## src/rtl/fifo_rst_req_pkg.sv

```systemverilog
`default_nettype none
// ============================================================================
//  Module   : fifo_rst_req_pkg
//  Brief    : Shared FIFO-control definitions: restart FSM state encodings,
//             timeout limits and retry budget.
//  Revision : 1.0  initial release
// ============================================================================
package fifo_rst_req_pkg;

  // 3-bit state encoding shared with the FIFO reset sequencer
  typedef enum logic [2:0] {
    ST_INIT      = 3'd0,
    ST_READY     = 3'd1,
    ST_REQUEST   = 3'd2,
    ST_WAIT_DROP = 3'd3,
    ST_WAIT_DONE = 3'd4,
    ST_ERROR     = 3'd5
  } state_t;

  localparam int              TIMER_W      = 6;
  // Timer value at which the sequencer is considered unresponsive
  localparam logic [TIMER_W-1:0] DROP_TIMEOUT = 6'd7;
  localparam logic [TIMER_W-1:0] DONE_TIMEOUT = 6'd63;
  localparam logic [1:0]         MAX_RETRY    = 2'd3;

`ifndef SYNTHESIS
  // Human-readable state name for waveform viewers and debug prints
  function automatic string state_name(state_t s);
    case (s)
      ST_INIT:      return "INIT";
      ST_READY:     return "READY";
      ST_REQUEST:   return "REQUEST";
      ST_WAIT_DROP: return "WAIT_DROP";
      ST_WAIT_DONE: return "WAIT_DONE";
      ST_ERROR:     return "ERROR";
      default:      return "ILLEGAL";
    endcase
  endfunction
`endif

endpackage
`default_nettype wire

```

## src/rtl/fifo_rst_req.sv

```systemverilog
`default_nettype none
// ============================================================================
//  Module   : fifo_rst_req
//  Brief    : Issues restart commands to the FIFO reset sequencer, waits for
//             DONE to drop and return, retries on timeout and gates FIFO
//             writes until the sequencer reports ready.
//  Revision : 1.0  initial release
// ============================================================================
module fifo_rst_req
  import fifo_rst_req_pkg::*;
(
  input  logic       clk,
  input  logic       rst,
  input  logic       restart_req,
  input  logic       done,
  output logic       al_restart,
  output logic       wr_allow,
  output logic       busy,
  output logic       timeout_err,
  output logic [1:0] retry_cnt
);

  localparam logic [TIMER_W-1:0] TIMER_MAX = '1;

  state_t              state;
  state_t              next_state;
  logic                do_retry;
  logic [TIMER_W-1:0]  timer;

  // Next-state decision; a retry is resolved after the per-state logic
  always_comb begin
    next_state = state;
    do_retry   = 1'b0;
    case (state)
      ST_INIT: begin
        if (done) next_state = ST_READY;
      end
      ST_READY: begin
        // A request wins over a simultaneous DONE drop
        if (restart_req)  next_state = ST_REQUEST;
        else if (!done)   next_state = ST_INIT;
      end
      ST_REQUEST: begin
        next_state = ST_WAIT_DROP;
      end
      ST_WAIT_DROP: begin
        if (!done)                      next_state = ST_WAIT_DONE;
        else if (timer == DROP_TIMEOUT) do_retry   = 1'b1;
      end
      ST_WAIT_DONE: begin
        if (done)                       next_state = ST_READY;
        else if (timer == DONE_TIMEOUT) do_retry   = 1'b1;
      end
      ST_ERROR: begin
        if (restart_req) next_state = ST_REQUEST;
      end
      default: begin
        next_state = ST_INIT;
      end
    endcase
    if (do_retry) begin
      next_state = (retry_cnt < MAX_RETRY) ? ST_REQUEST : ST_ERROR;
    end
  end

  // State register
  always_ff @(posedge clk or posedge rst) begin
    if (rst) state <= ST_INIT;
    else     state <= next_state;
  end

  // Wait timer: cleared on any state change, counts in the wait states, saturates
  always_ff @(posedge clk or posedge rst) begin
    if (rst) begin
      timer <= '0;
    end else if (next_state != state) begin
      timer <= '0;
    end else if ((state == ST_WAIT_DROP || state == ST_WAIT_DONE) && timer != TIMER_MAX) begin
      timer <= timer + 6'd1;
    end
  end

  // Attempt counter: a fresh restart (from Ready/Error) reads 1, a retry adds one
  always_ff @(posedge clk or posedge rst) begin
    if (rst) begin
      retry_cnt <= 2'd0;
    end else if (next_state == ST_REQUEST) begin
      if (state == ST_READY || state == ST_ERROR) retry_cnt <= 2'd1;
      else if (retry_cnt != MAX_RETRY)            retry_cnt <= retry_cnt + 2'd1;
    end
  end

  // Registered outputs decoded from the next state so they align with it
  always_ff @(posedge clk or posedge rst) begin
    if (rst) begin
      al_restart  <= 1'b0;
      wr_allow    <= 1'b0;
      busy        <= 1'b0;
      timeout_err <= 1'b0;
    end else begin
      al_restart  <= (next_state == ST_REQUEST);
      wr_allow    <= (next_state == ST_READY);
      busy        <= (next_state == ST_REQUEST) || (next_state == ST_WAIT_DROP) ||
                     (next_state == ST_WAIT_DONE);
      timeout_err <= (next_state == ST_ERROR);
    end
  end

endmodule
`default_nettype wire
```

## config.mk

```make
export PLATFORM = sky130hd
export DESIGN_NAME = fifo_rst_req
export DESIGN_NICKNAME = d
export VERILOG_FILES = /design/src/rtl/fifo_rst_req_pkg.sv /design/src/rtl/fifo_rst_req.sv
export SDC_FILE = /design/constraint.sdc
export NUM_CORES = 1
export LEC_CHECK = 0
export CAP_MARGIN = 15
export CORE_MARGIN = 8
export CORE_UTILIZATION = 51
export DETAILED_ROUTE_END_ITERATION = 10
export PLACE_DENSITY = 0.81
export SLEW_MARGIN = 20
export SYNTH_ARGS = -nofsm -noshare
export SYNTH_HDL_FRONTEND = slang
export SYNTH_SLANG_ARGS = --single-unit
export TNS_END_PERCENT = 20
```

## constraint.sdc

```tcl
create_clock -name clk -period 2.2 [get_ports clk]
set_input_delay 0.44 -clock clk [delete_from_list [all_inputs] [get_ports clk]]
set_output_delay 0.44 -clock clk [all_outputs]
set_load 0.1 [all_outputs]
```

==> out/metrics.csv <==
metric;value;unit
CTS HTree Levels;1;
setup_tns;0;ps
number of synthesized register bits;15;
number of failing hold endpoints at the final stage;0;
global-route wire length before repair;3070;microns
register-to-register setup slack;430;ps
final standard cell count with taps included and fillers excluded;120;
TritonCTS clock tree;built;
path depth of the worst reg2reg path;6;
worst setup path class;input port to flop;
warnings from Yosys;0;
final worst path period need;1820;ps
post-CTS setup buffers;0;
average instance area after synthesis;9.84;sq um
Finish-stage setup viols;0;
leading cell types by total area after synthesis;sky130_fd_sc_hd__dfrtp_1 42%, sky130_fd_sc_hd__nor4b_4 5.3%, sky130_fd_sc_hd__nor3_1 3.9%;
number of sinks driven by the clock tree;15;
TritonCTS buffer count;3;
share of the core filled with cells in the final layout;59.9;%
Post-Place Worst Slack;120;ps
number of global-route vias before repair;697;
wire length reported by the detailed router;1780;microns
period utilisation layout;82.6;%
Clock Tree Buf Depth;2;
Die ar.;3350;sq um
startpoint class of the critical path;input port;
dpl cells;116;
number of distinct library cell variants in the gate-level netlist after synthesis;36;
max-capacitance violation count;0;
synthesized netlist net count;97;
normalized max-slew margin;63.2;%
routed length per placed instance;14.8;microns
Hold Crit Class;input port to asynchronous set/reset pin;
met1 global-route usage;15.5;%
sequential fraction of the synthesis area;41.9;%
die outline height;57.9;microns
Global Route met2 Usage;16.9;%
start of the worst register-to-register path;timer[0];
drt first-iter violations;16;
number of input and output port buffers inserted;9;
setup repair after global routing missed its margin;no;
hold_buf cts;0;
DP Wirelength;1400;microns
Die X;57.9;microns
total gr overflow;0;
peak clock frequency supported by timing;0.550;GHz
final layout net count;110;
Cells after Synth;91;
cell at the root of the clock tree;sky130_fd_sc_hd__clkbuf_4;
GP Congestion;0.875;
Vias per Instance;6.11;
global-route total usage across every layer;11.6;%
status;completed;
pin count of the biggest net entering global routing;16;
clock slew seen by the registers of the worst setup and hold paths;90;ps
area of the core;1690;sq um
pwr/cell area;1140;nW/um^2
largest clock skew in the final design;1.88;ps
arrival time reported for the critical path endpoint;2020;ps
area added between synthesis and finish;13.0;%
GR peak layer;met2;
leakage power summed over all cells;0.457;nW
post-cts sizing count;0;
diode count;0;
clock latency of the later-clocked register in the worst-skew pair;280;ps
DR vias;733;
Mapped Area;896;sq um
effective utilization at floorplan;53.0;%
antenna violations before repair;0;
fraction of synthesized cell area taken by the top area cell type;41.9;%
ratio of cells with drive above 1 in the final layout;19.4;%
global routing usage on met3;3.09;%
largest fanout on the critical path;6;
Boundary Pins;10;
post-route worst setup slack;382;ps
total number of placement rows;15;
placed instance area;985;sq um
Detailed Routing Iterations Pass 1;4;
total power consumption of the routed design;1.15;mW
CP Data Required Time;2400;ps
transition at the pin with the smallest max-transition slack;551;ps
worst vdd rail ir drop;0.000994;V
count of final max-slew check failures;0;
design area;1010;sq um
cell taking the most area after synthesis;sky130_fd_sc_hd__dfrtp_1;
Final ANT Viol Nets;0;
Residual DRC;0;
Critical Path Sink Type;flop;
Worst R2R End;retry_cnt[0];
smallest hold slack;497;ps
-- per-layer routing --
metal | share of wire (%) | vias to the layer above
li1 | - | 355
met1 | 50 | 362
met2 | 44 | 12
met3 | 4.6 | 4
met4 | 1.2 | 0
met5 | 0 | -
-- cell usage after synthesis, drive strengths merged --
| cell | n |
|---|---|
| nand4 | 1 |
| nor2 | 10 |
| dfrtp | 15 |
| and3 | 1 |
| nand3 | 6 |
| nor3 | 7 |
| or3 | 2 |
| xnor2 | 3 |
| and3b | 2 |
| o21a | 1 |
| o211ai | 2 |
| o32a | 1 |
| a31o | 1 |
| o221ai | 1 |
| and2 | 1 |
| inv | 4 |
| nand4b | 1 |
| nor4b | 2 |
| nand2b | 2 |
| xor2 | 1 |
| nand2 | 7 |
| ha | 2 |
| buf | 1 |
| a211o | 1 |
| o22ai | 2 |
| o31ai | 1 |
| nor3b | 1 |
| o21ai | 7 |
| mux2i | 3 |
| a21oi | 2 |
-- cell usage in the layout, fill, tap and decap left out, drive strengths merged --
master         synthesis  final
a31o                   1      1
xnor2                  3      3
buf                    1      6
nor3b                  1      1
o32a                   1      1
clkdlybuf4s50          0      3
inv                    4      4
o21a                   1      1
and2                   1      1
or3                    2      2
nand4b                 1      1
a211o                  1      1
o22ai                  2      2
o31ai                  1      1
nand2                  7      7
xor2                   1      1
a21oi                  2      2
nor4b                  2      2
mux2i                  3      3
nand3                  6      6
and3                   1      1
o21ai                  7      7
clkbuf                 0      3
nor3                   7      7
nand2b                 2      2
o221ai                 1      1
and3b                  2      2
nand4                  1      1
clkinv                 0      1
nor2                  10     10
o211ai                 2      2
ha                     2      2
dfrtp                 15     15
-- power by group --
group | total [mW] | switching (mW) | internal, mW
combinational | 0.600 | 0.416 | 0.184
sequential | 0.399 | 0.0705 | 0.328
clock | 0.152 | 0.0847 | 0.0674
-- flip-flops by register name, indices dropped and copies added (netlist names) --
signal       cells
wr_allow         1
al_restart       1
timer            6
state            3
timeout_err      1
retry_cnt        2
busy             1
-- logic make-up (layout without fill, tap and decap cells) --
| logic type | count (synthesis) | in the layout | synth area share, % |
|---|---|---|---|
| compound gates | 19 | 19 | 15.1 |
| flops | 15 | 15 | 41.9 |
| xor+xnor | 4 | 4 | 3.91 |
| fa+ha+maj | 2 | 2 | 2.79 |
| simple gates | 43 | 43 | 30.4 |
| buf+inv | 5 | 17 | 2.51 |
| mux | 3 | 3 | 3.35 |
-- final cells by class --
class                           instances  area (sq um)
Clock buffer                            3          22.5
Clock inverter                          1          5.00
Fill cell                             138           677
Inverter                                4          15.0
Multi-Input combinational cell         71           498
Sequential cell                        15           375
Tap cell                               17          21.3
Timing Repair Buffer                    9          75.1
-- worst max path at each step --
stage	end	from	slack (ps)	cells after the start
after CTS	retry_cnt[0]	done	380	6
after detailed placement	retry_cnt[0]	done	120	6
final	retry_cnt[0]	done	380	6
after global placement	retry_cnt[0]	done	130	6
after floorplan	timer[0]	retry_cnt[0]	220	5
after global routing	retry_cnt[0]	done	260	6
-- worst max-delay path, cell delays in order --
cell,delay (ps)
sky130_fd_sc_hd__clkdlybuf4s50_1,560
sky130_fd_sc_hd__nand4b_1,170
sky130_fd_sc_hd__nor4b_4,330
sky130_fd_sc_hd__nor2_1,170
sky130_fd_sc_hd__nor2_2,140
sky130_fd_sc_hd__mux2i_1,200
No activity file was read; power rests on OpenSTA's default activity.
